**src/rtl/viterbi_decoder_k3.sv**
```systemverilog
// viterbi_decoder_k3
//   Hard-decision Viterbi decoder for the rate-1/2, K=3 (7,5) convolutional code.
//   Four-state add-compare-select with register-exchange survivors; the decoded bit
//   for symbol k is strobed one cycle after symbol k+TB_DEPTH-1 is accepted.
//
//   Optional build macro: VIT_ERRCNT_EN enables the best-path distance counter on err_cnt;
//   without it err_cnt is tied to zero.
//
// Ports
//   CLK        clock, rising edge
//   RST_N      asynchronous active-low reset
//   start      synchronous restart pulse (priority over in_valid, same-cycle symbol is kept)
//   in_valid   rx_par carries a symbol this cycle
//   rx_par     received parity pair {p1,p0}
//   out_bit    decoded information bit
//   out_valid  single-cycle strobe qualifying out_bit
//   err_cnt    accumulated best-path Hamming distance (saturating, 16 bit)

module viterbi_decoder_k3 #(
    parameter int unsigned TB_DEPTH = 15,
    parameter int unsigned MW       = 6
) (
    input  logic        CLK,
    input  logic        RST_N,
    input  logic        start,
    input  logic        in_valid,
    input  logic [1:0]  rx_par,
    output logic        out_bit,
    output logic        out_valid,
    output logic [15:0] err_cnt
);

    localparam int unsigned   CW      = $clog2(TB_DEPTH + 1);
    localparam logic [MW-1:0] PmMax   = '1;
    localparam logic [CW-1:0] CntFull = CW'(TB_DEPTH);
    localparam logic [CW-1:0] CntOut  = CW'(TB_DEPTH - 1);

    logic [MW-1:0]       pm_q [4];
    logic [MW-1:0]       pm_d [4];
    logic [MW-1:0]       pm_cur [4];
    logic [MW-1:0]       pm_acs [4];
    logic [MW-1:0]       pm_norm [4];
    logic [TB_DEPTH-1:0] surv_q [4];
    logic [TB_DEPTH-1:0] surv_d [4];
    logic [TB_DEPTH-1:0] surv_cur [4];
    logic [TB_DEPTH-1:0] surv_acs [4];
    logic [CW-1:0]       cnt_q, cnt_d, cnt_cur;
    logic                out_bit_q, out_bit_d;
    logic                out_valid_q, out_valid_d;
    logic [MW-1:0]       pm_min;
    logic [1:0]          best;

    // Hamming distance between rx and the pair the encoder emits from state s on input b.
    function automatic logic [1:0] branch_metric(input logic [1:0] s, input logic b,
                                                 input logic [1:0] rx);
        logic [1:0] d;
        d = rx ^ {b ^ s[0] ^ s[1], b ^ s[1]};
        return {d[1] & d[0], d[1] ^ d[0]};
    endfunction

    function automatic logic [MW-1:0] sat_add(input logic [MW-1:0] a, input logic [1:0] b);
        logic [MW:0] s;
        s = {1'b0, a} + (MW + 1)'(b);
        return s[MW] ? PmMax : s[MW-1:0];
    endfunction

    // start re-initialises the working copy, so a same-cycle symbol sees the fresh state.
    always_comb begin
        for (int i = 0; i < 4; i++) begin
            pm_cur[i]   = start ? ((i == 0) ? '0 : PmMax) : pm_q[i];
            surv_cur[i] = start ? '0 : surv_q[i];
        end
        cnt_cur = start ? '0 : cnt_q;
    end

    for (genvar g = 0; g < 4; g++) begin : g_acs
        localparam logic [1:0] Ns = 2'(g);
        localparam logic [1:0] P0 = {1'b0, Ns[1]};
        localparam logic [1:0] P1 = {1'b1, Ns[1]};
        logic [MW-1:0]       cand0, cand1;
        logic                sel;
        logic [TB_DEPTH-1:0] win;

        assign cand0 = sat_add(pm_cur[P0], branch_metric(P0, Ns[0], rx_par));
        assign cand1 = sat_add(pm_cur[P1], branch_metric(P1, Ns[0], rx_par));
        // Strict compare: ties go to the predecessor with u2=0.
        assign sel         = cand1 < cand0;
        assign pm_acs[g]   = sel ? cand1 : cand0;
        assign win         = sel ? surv_cur[P1] : surv_cur[P0];
        assign surv_acs[g] = {win[TB_DEPTH-2:0], Ns[0]};
    end

    // Best state: lowest metric, lowest index on ties.
    always_comb begin
        pm_min = pm_acs[0];
        best   = 2'd0;
        for (int i = 1; i < 4; i++) begin
            if (pm_acs[i] < pm_min) begin
                pm_min = pm_acs[i];
                best   = 2'(i);
            end
        end
        for (int i = 0; i < 4; i++) begin
            pm_norm[i] = (pm_acs[i] == PmMax) ? PmMax : pm_acs[i] - pm_min;
        end
    end

    always_comb begin
        for (int i = 0; i < 4; i++) begin
            pm_d[i]   = pm_q[i];
            surv_d[i] = surv_q[i];
        end
        cnt_d       = cnt_q;
        out_bit_d   = out_bit_q;
        out_valid_d = 1'b0;
        if (start) begin
            for (int i = 0; i < 4; i++) begin
                pm_d[i]   = pm_cur[i];
                surv_d[i] = surv_cur[i];
            end
            cnt_d     = '0;
            out_bit_d = 1'b0;
        end
        if (in_valid) begin
            for (int i = 0; i < 4; i++) begin
                pm_d[i]   = pm_norm[i];
                surv_d[i] = surv_acs[i];
            end
            cnt_d = (cnt_cur == CntFull) ? cnt_cur : cnt_cur + CW'(1);
            if (cnt_cur >= CntOut) begin
                out_valid_d = 1'b1;
                out_bit_d   = surv_acs[best][TB_DEPTH-1];
            end
        end
    end

    always_ff @(posedge CLK or negedge RST_N) begin
        if (!RST_N) begin
            for (int i = 0; i < 4; i++) begin
                pm_q[i]   <= (i == 0) ? '0 : PmMax;
                surv_q[i] <= '0;
            end
            cnt_q       <= '0;
            out_bit_q   <= 1'b0;
            out_valid_q <= 1'b0;
        end else begin
            for (int i = 0; i < 4; i++) begin
                pm_q[i]   <= pm_d[i];
                surv_q[i] <= surv_d[i];
            end
            cnt_q       <= cnt_d;
            out_bit_q   <= out_bit_d;
            out_valid_q <= out_valid_d;
        end
    end

    assign out_bit   = out_bit_q;
    assign out_valid = out_valid_q;

    // The oldest survivor bit is shifted out by the exchange and never read.
    logic unused_surv_msb;
    assign unused_surv_msb = surv_cur[0][TB_DEPTH-1] ^ surv_cur[1][TB_DEPTH-1]
                           ^ surv_cur[2][TB_DEPTH-1] ^ surv_cur[3][TB_DEPTH-1];

`ifdef VIT_ERRCNT_EN
    logic [15:0] err_q, err_d;
    logic [16:0] err_sum;

    // Pre-normalisation minimum is the best-path distance added by this symbol.
    always_comb begin
        err_d   = err_q;
        err_sum = {1'b0, (start ? 16'h0000 : err_q)} + 17'(pm_min);
        if (start) begin
            err_d = 16'h0000;
        end
        if (in_valid) begin
            err_d = err_sum[16] ? 16'hFFFF : err_sum[15:0];
        end
    end

    always_ff @(posedge CLK or negedge RST_N) begin
        if (!RST_N) begin
            err_q <= 16'h0000;
        end else begin
            err_q <= err_d;
        end
    end

    assign err_cnt = err_q;
`else
    assign err_cnt = 16'h0000;
`endif

endmodule

```
**config.mk**
```make
export PLATFORM = sky130hd
export DESIGN_NAME = viterbi_decoder_k3
export DESIGN_NICKNAME = d
export VERILOG_FILES = /design/src/rtl/viterbi_decoder_k3.sv
export SDC_FILE = /design/constraint.sdc
export NUM_CORES = 1
export LEC_CHECK = 0
export CAP_MARGIN = 20
export CORE_MARGIN = 2
export CORE_UTILIZATION = 60
export CTS_BUF_LIST = sky130_fd_sc_hd__clkbuf_4 sky130_fd_sc_hd__clkbuf_8 sky130_fd_sc_hd__clkbuf_16
export DETAILED_ROUTE_END_ITERATION = 16
export PLACE_DENSITY_LB_ADDON = 0.2
export SYNTH_ARGS = -nofsm -noshare
export SYNTH_HDL_FRONTEND = slang
export SYNTH_SLANG_ARGS = --single-unit
```
**constraint.sdc**
```tcl
create_clock -name CLK -period 14.17 [get_ports CLK]
set_input_delay 2.834 -clock CLK [delete_from_list [all_inputs] [get_ports CLK]]
set_output_delay 2.834 -clock CLK [all_outputs]
set_load 0.02 [all_outputs]
```
## Word-level counts from Yosys, hierarchy flattened

Cells that the tools add are included.

| operators by class | value |
|---|---|
| add/subtract/negate cells | 13 |
| $lt $le $gt $ge | 9 |
| eq/ne operators | 5 |
| multiplexer cells | 49 |
| bitwise logic cells | 12 |
| reduce and logical (&&, ||, !) cells | 1 |

Operators with widths:

| operator | number |
|---|---|
| two-way mux 6 bit | 23 |
| two-way mux 60 bit | 2 |
| two-way mux 15 bit | 6 |
| adder 6 x 2 -> 7 bit | 8 |
| two-way mux 14 bit | 4 |
| two-way mux 24 bit | 2 |
| < comparator 6 bit | 7 |
| binary-select mux 15 bit (select 2 bit) | 1 |
| == test 6 bit, second input constant | 4 |
| subtractor 6 bit | 4 |
| two-way mux 4 bit | 3 |
| two-way mux 1 bit | 6 |
| adder 4 x 1 -> 4 bit, second input constant | 1 |
| bitwise AND 1 bit | 4 |
| == test 4 bit, second input constant | 1 |
| greater-or-equal comparator 4 bit, second input constant | 1 |
| two-way mux 2 bit | 2 |
| XOR 1 bit | 4 |
| greater-or-equal comparator 3 bit, second input constant | 1 |
| inverter 2 -> 3 bit | 1 |
| inverter 1 bit | 2 |
| inverter 2 bit | 1 |
| nonzero test 2 bit | 1 |

| word-level totals | value |
|---|---|
| bits in registers | 90 |
| input port bits | 6 |
| output and inout bits | 18 |

## Depth between registers and ports, before layout

Gate-level depths: netlist (run 1).

| logic depth | value |
|---|---|
| depth in word-level cells | 18 |
| gate-level depth with buffers | 53 |
| gate-level depth less buffers | 50 |

## Worst setup path before layout (run 1)

No wires, ideal clock.

| timing path | value |
|---|---|
| kind | input port to flip-flop |
| start point | in start |
| end point | reg pm_q[22] in the netlist's numbering |
| setup time | 125 ps |
| arrival | 12599 ps |
| required time | 14045 ps |
| path slack | 1446 ps |
| cell stages on the path | 51 |
| path buffers | 4 |
| cell sequence | buf_2 > buf_2 > buf_1 > nor2b_1 > ha_1 > maj3_2 > and2_1 > nand3_1 > o21ai_0 > nor2_1 > inv_1 > ha_1 > a21oi_1 > o21ai_1 > nor2_1 > a21oi_1 > mux2_2 > ha_1 > (+15 left out) > a21oi_1 > ha_1 > a311oi_1 > a22o_1 > a211oi_1 > o21a_2 > nor2_1 > or3_1 > o21ai_0 > ha_1 > inv_1 > ha_1 > inv_1 > o31a_1 > maj3_2 > maj3_2 > xnor2_1 > a21oi_1 |

| on the way | value |
|---|---|
| longest elaborated chain between the ends | 14 |
| elaborated cells between the ends (all ways) | 40 |
| classes of those cells | add/sub (9); order compare (7); eq/ne (1); mux (22); reduce/logical (1) |

RTL lines:

| item | RTL line | RTL |
|---|---|---|
| start: declaration | 25 | `input logic start,` |
| two-way mux 6 bit | 70 | `pm_cur[i] = start ? ((i == 0) ? '0 : PmMax) : pm_q[i];` |
| adder 6 x 2 -> 7 bit | 63 | `s = {1'b0, a} + (MW + 1)'(b);` |
| two-way mux 6 bit | 64 | `return s[MW] ? PmMax : s[MW-1:0];` |
| < comparator 6 bit | 87 | `assign sel = cand1 < cand0;` |
| two-way mux 6 bit | 88 | `assign pm_acs[g] = sel ? cand1 : cand0;` |
| < comparator 6 bit | 98 | `if (pm_acs[i] < pm_min) begin` |
| two-way mux 6 bit | 98 |  |
| < comparator 6 bit | 98 |  |
| two-way mux 6 bit | 98 |  |
| < comparator 6 bit | 98 |  |
| two-way mux 6 bit | 98 |  |
| subtractor 6 bit | 104 | `pm_norm[i] = (pm_acs[i] == PmMax) ? PmMax : pm_acs[i] - pm_min;` |
| two-way mux 6 bit | 104 |  |
| two-way mux 24 bit | 124 | `if (in_valid) begin` |
| end signal: indexed assignment | 140 | `pm_q[i] <= (i == 0) ? '0 : PmMax;` |
| end signal: indexed assignment | 148 | `pm_q[i] <= pm_d[i];` |
| end: declaration | 38 | `logic [MW-1:0] pm_q [4];` |

Parallel ways exist; a longest one is shown, timed or not. The select of a mux whose other input is x is not followed.
A chain may end at the register's enable or synchronous reset.

## Worst setup path after layout (run 1)

| timing path | value |
|---|---|
| start point | in rx_par[1] |
| end point | reg pm_q[5] in the netlist's numbering |

| on the way | value |
|---|---|
| longest elaborated chain between the ends | 15 |
| elaborated cells between the ends (all ways) | 44 |
| classes of those cells | add/sub (9); order compare (7); eq/ne (1); mux (17); bitwise (10) |

RTL lines:

| item | RTL line | RTL |
|---|---|---|
| start: declaration | 27 | `input logic [1:0] rx_par,` |
| inverter 2 bit (no source line) | n/a |  |
| XOR 1 bit or bitwise AND 1 bit (tied branches) | 58 | `return {d[1] & d[0], d[1] ^ d[0]};` |
| adder 6 x 2 -> 7 bit | 63 |  |
| two-way mux 6 bit | 64 |  |
| < comparator 6 bit | 87 |  |
| two-way mux 6 bit | 88 |  |
| < comparator 6 bit | 98 |  |
| two-way mux 6 bit | 98 |  |
| < comparator 6 bit | 98 |  |
| two-way mux 6 bit | 98 |  |
| < comparator 6 bit | 98 |  |
| two-way mux 6 bit | 98 |  |
| subtractor 6 bit | 104 |  |
| two-way mux 6 bit * | 104 |  |
| two-way mux 24 bit * | 124 |  |

Every way passes the cells marked *; elsewhere a longest branch is shown, timed or not.

==> results of run 1 <==
==> worst max-delay path: cells and delay by family <==
family	cells	cell delay, ps
compound gates	22	4650
simple gates	10	1990
mux	2	380
buf+inv	5	1280
fa+ha+maj	8	2510
==> final cells by class <==
class | instances | area [µm²]
Clock buffer | 9 | 225.2
Clock inverter | 7 | 90.09
Fill cell | 1152 | 4624
Inverter | 56 | 210.2
Multi-Input combinational cell | 774 | 5515
Sequential cell | 86 | 2175
Tap cell | 176 | 220.2
Timing Repair Buffer | 23 | 182.7
==> registers in the layout (all words and copies together) (netlist names) <==
register,cells
surv_q,56
pm_q,24
cnt_q,4
out_bit,1
out_valid,1
==> through the flow <==
stage	area, µm²	setup WS [ps]	hold slack, ps	cells
after floorplan	8215	1446	474.6	979
after global placement	8298	819.9	487.7	1115
after detailed placement	8298	423.4	495.0	1115
after CTS	8613	762.7	511.1	1131
after global routing	8618	26.30	535.6	1131
final	8618	792.0	510.3	1131
==> cells in the final DEF, fill, tap and decap left out, types with 5 or more instances in the layout <==
master / n
nor2_1: 131
a211oi_1: 72
mux2i_1: 68
dfrtp_1: 68
ha_1: 57
a21oi_1: 56
inv_1: 52
nand2_1: 49
o21ai_0: 26
xnor2_1: 25
nor3_1: 23
buf_4: 19
dfstp_2: 18
a31oi_1: 16
conb_1: 16
nor2b_1: 15
a21o_1: 13
nand3_1: 13
and2_1: 12
xor2_1: 10
o21ai_1: 9
clkbuf_16: 9
mux2_2: 8
or2_2: 8
or3_1: 8
a41o_1: 6
and3_1: 5
a211o_1: 5
maj3_2: 5
o22a_1: 5
a311oi_1: 5
==> cells by family after synthesis <==
family / count (synthesis)
other: 1
AO/OA/AOI/OAI: 283
multiplexers: 79
buffers and inverters: 119
adder cells (fa/ha/maj): 69
AND/OR/NAND/NOR: 291
flip-flops: 86
XOR/XNOR: 36
==> repair_timing <==
item                       in CTS  in global routing
hold endpoints to repair        0                  0
hold buffers                    0                  0
gates resized for setup         0                  3
setup endpoints to repair       0                  7
==> worst min path at each step <==
| stage | cells after the start | end |
|---|---|---|
| finish | 1 | surv_q[30] |
| CTS | 1 | surv_q[30] |
| global route | 1 | surv_q[0] |
| global placement | 1 | surv_q[30] |
| floorplan | 1 | surv_q[0] |
| detailed placement | 1 | surv_q[30] |
==> per-layer routing <==
metal  GRT usage, %  up-vias
met5              0        -
met4          11.70        0
met3          4.481       50
met2          46.86      236
met1          41.28     3391
li1               -     3497
==> impl_table.tex, run 1 <==
\begin{tabular}{lr}
\hline
Metric & Value \\
\hline
\multicolumn{2}{l}{\textbf{Synth}} \\
\quad Post-synthesis sequential area ratio & between 20\% and 30\% \\
\quad Dominant cell type by area after synthesis & dfrtp\_1 \\
\quad Most numerous cell in the Yosys netlist & nor2\_1 \\
\quad Warnings, synthesis & 0 \\
\quad Multiplexer area fraction after synthesis & between 10\% and 20\% \\
\quad Area share of the largest cell type after synthesis & roughly a fifth \\
\quad Flip-flop cell with the highest count after synthesis & dfrtp\_1 \\
\quad Number of enable-type register cells in the synthesized netlist & 0 \\
\quad Top post-synthesis cells by area & dfrtp\_1, ha\_1, mux2i\_1 \\
\quad Register bit count reported by yosys & 86 \\
\quad Synth Cell Area & about 0.0082 mm² \\
\quad Parity-gate share of the synthesized area counting xor and xnor cells & 3.956\% \\
\quad Cells after synthesis & slightly below 1,000 \\
\quad Dominant combinational cell family by area after synthesis & compound AO/OA/AOI/OAI gates \\
\quad Most common library cells after synthesis & nor2\_1, a211oi\_1, dfrtp\_1, mux2i\_1, a21oi\_1 \\
\quad Mean Syn Cell Area & approximately 8.5 µm² \\
\quad Arithmetic-cell share of the synthesized area counting full adders, half adders and majority gates & between 10 and 15\% \\
\quad Share of synthesized flip-flops with an asynchronous set or reset & 100.0\% \\
\quad Synth Area in Compound Gates & 25.01\% \\
\quad Count of different cell masters after synthesis & 94 \\
\quad Basic-gate share of the synthesized area counting and, or, nand and nor cells & 16.84\% \\
\multicolumn{2}{l}{\textbf{Outcome}} \\
\quad Status & finished clean \\
\multicolumn{2}{l}{\textbf{Setup path}} \\
\quad Critical path's most frequent cell & ha\_1 \\
\quad Setup Crit Path Kind & input pin to flip-flop \\
\quad Slowest Stage Delay on Critical Path & 530 ps \\
\quad Worst R2R Path Depth & 46 \\
\quad End of the critical path & pm\_q[5] \\
\quad Slack of the worst reg-to-reg path & 3630 ps \\
\quad CP arrival & 13,660 ps \\
\quad Data required time of the worst path & about 14,000 ps \\
\quad End of the worst register-to-register path & pm\_q[5] \\
\quad CP endpoint kind & flip-flop \\
\quad Crit. Startpoint & rx\_par[1] \\
\quad Highest net fanout along the worst path & 14 \\
\quad Element type at the critical path start & input pin \\
\quad Reg2reg start & pm\_q[7] \\
\quad Worst-path cell with the longest stage delay & clkdlybuf4s50\_1 \\
\multicolumn{2}{l}{\textbf{STA}} \\
\quad Crit share post-route & between 90 and 100\% \\
\quad Peak Freq & about 0.075 GHz \\
\quad Final count of negative-setup-slack endpoints & 0 \\
\quad Setup repair after global routing missed its margin & false \\
\quad Final number of hold-violating endpoints & 0 \\
\quad Pin slew with the least headroom to its limit & 917.8 ps \\
\quad Setup clock skew after layout & approximately 8 ps \\
\quad Max-slew violation total from the final report & 0 \\
\quad Relative slew slack & about 39\% \\
\quad Setup TNS after final layout & 0 ps \\
\quad Crit path time final & around 13,000 ps \\
\multicolumn{2}{l}{\textbf{Run}} \\
\quad Count of maximum capacitance violations & 0 \\
\multicolumn{2}{l}{\textbf{Route}} \\
\quad Number of design rule violations left after detail routing & 0 \\
\quad Total detailed-routing wirelength & 20,730 µm \\
\quad Routed vias/inst & about 6.3 \\
\quad Number of routed nets with antenna violations & 0 \\
\quad Routed WL per cell & about 18 µm \\
\quad 1st-pass router iterations & 5 \\
\quad Routed length on met2 & 9319 µm \\
\quad Initial DRC Count & 552 \\
\quad Wl on met1 & between 9000 and 10,000 µm \\
\quad Via total after detailed routing & 7,174 \\
\quad Metal3 WL & between 1000 and 1500 µm \\
\quad Highest layer used for signal routing & met4 \\
\multicolumn{2}{l}{\textbf{Global route}} \\
\quad Wire length of the first global-routing pass & about 35,000 µm \\
\quad Vias in the first global route & between 6,000 and 7,000 \\
\quad Global-route total usage across every layer & about 30\% \\
\quad Remaining Overflow, GRT & 0 \\
\quad Largest net degree at the start of global routing & 74 \\
\quad Antenna violations before repair & 0 \\
\multicolumn{2}{l}{\textbf{Floorplan}} \\
\quad Starting Density & between 60\% and 70\% \\
\quad Die boundary width & between 100 and 150 µm \\
\quad CORE AREA & roughly 0.013 mm² \\
\quad Y dimension of the die & 120.6 µm \\
\quad Floorplan row count & 42 \\
\quad Boundary pin count & 24 \\
\quad Die area & between 0.01 and 0.015 mm² \\
\multicolumn{2}{l}{\textbf{Clock network}} \\
\quad Number of CTS-inserted buffers & 9 \\
\quad Clock tree from TritonCTS & yes \\
\quad Worst-Skew Late Latency & about 350 ps \\
\quad Clk sinks & 86 \\
\quad Maximum root-to-sink buffer count & 2 \\
\quad Post-CTS setup buffers & 0 \\
\quad Worst-path clk slew & approximately 70 ps \\
\quad H-Tree Depth & 3 \\
\quad Buffer type at the clock tree root & clkbuf\_16 \\
\multicolumn{2}{l}{\textbf{Finish}} \\
\quad Share of layout cells above drive strength 1 & $\sim$11\% \\
\quad \# diodes & 0 \\
\quad Layout overhead on the synthesized area & 5.628\% \\
\quad Final core utilization & between 60 and 70\% \\
\quad Final net count & between 1,000 and 1,500 \\
\multicolumn{2}{l}{\textbf{Worst hold path}} \\
\quad Hold Path Origin & surv\_q[30] \\
\quad Tightest Hold Check Type & flip-flop to flip-flop \\
\multicolumn{2}{l}{\textbf{Placement}} \\
\quad GP Congestion & about 1.0 \\
\quad DPL Wire Length & between 15,000 and 20,000 µm \\
\quad Number of port buffers & 7 \\
\hline
\end{tabular}
Power of run 1 is left out: the tool's default activity adds up to more than one toggle a clock period on the data nets, which glitch-free logic cannot reach.
==> run 2, diff against run 1 <==
--- a/config.mk
+++ b/config.mk
@@ -9,6 +9,7 @@
 export CORE_MARGIN = 2
 export CORE_UTILIZATION = 60
 export CTS_BUF_LIST = sky130_fd_sc_hd__clkbuf_4 sky130_fd_sc_hd__clkbuf_8 sky130_fd_sc_hd__clkbuf_16
+export CTS_CLUSTER_DIAMETER = 200
 export DETAILED_ROUTE_END_ITERATION = 16
 export PLACE_DENSITY_LB_ADDON = 0.2
 export SYNTH_ARGS = -nofsm -noshare
==> results of run 2 <==
Final layout, timing and power as in run 1 (identical DEF).
Power of run 2 is left out for the same reason.
==> run 3, diff against run 2 <==
--- a/config.mk
+++ b/config.mk
@@ -5,7 +5,7 @@
 export SDC_FILE = /design/constraint.sdc
 export NUM_CORES = 1
 export LEC_CHECK = 0
-export CAP_MARGIN = 20
+export CAP_MARGIN = 10
 export CORE_MARGIN = 2
 export CORE_UTILIZATION = 60
 export CTS_BUF_LIST = sky130_fd_sc_hd__clkbuf_4 sky130_fd_sc_hd__clkbuf_8 sky130_fd_sc_hd__clkbuf_16
==> results of run 3 <==
Final layout, timing and power as in run 1 (identical DEF).
Power of run 3 is left out for the same reason.
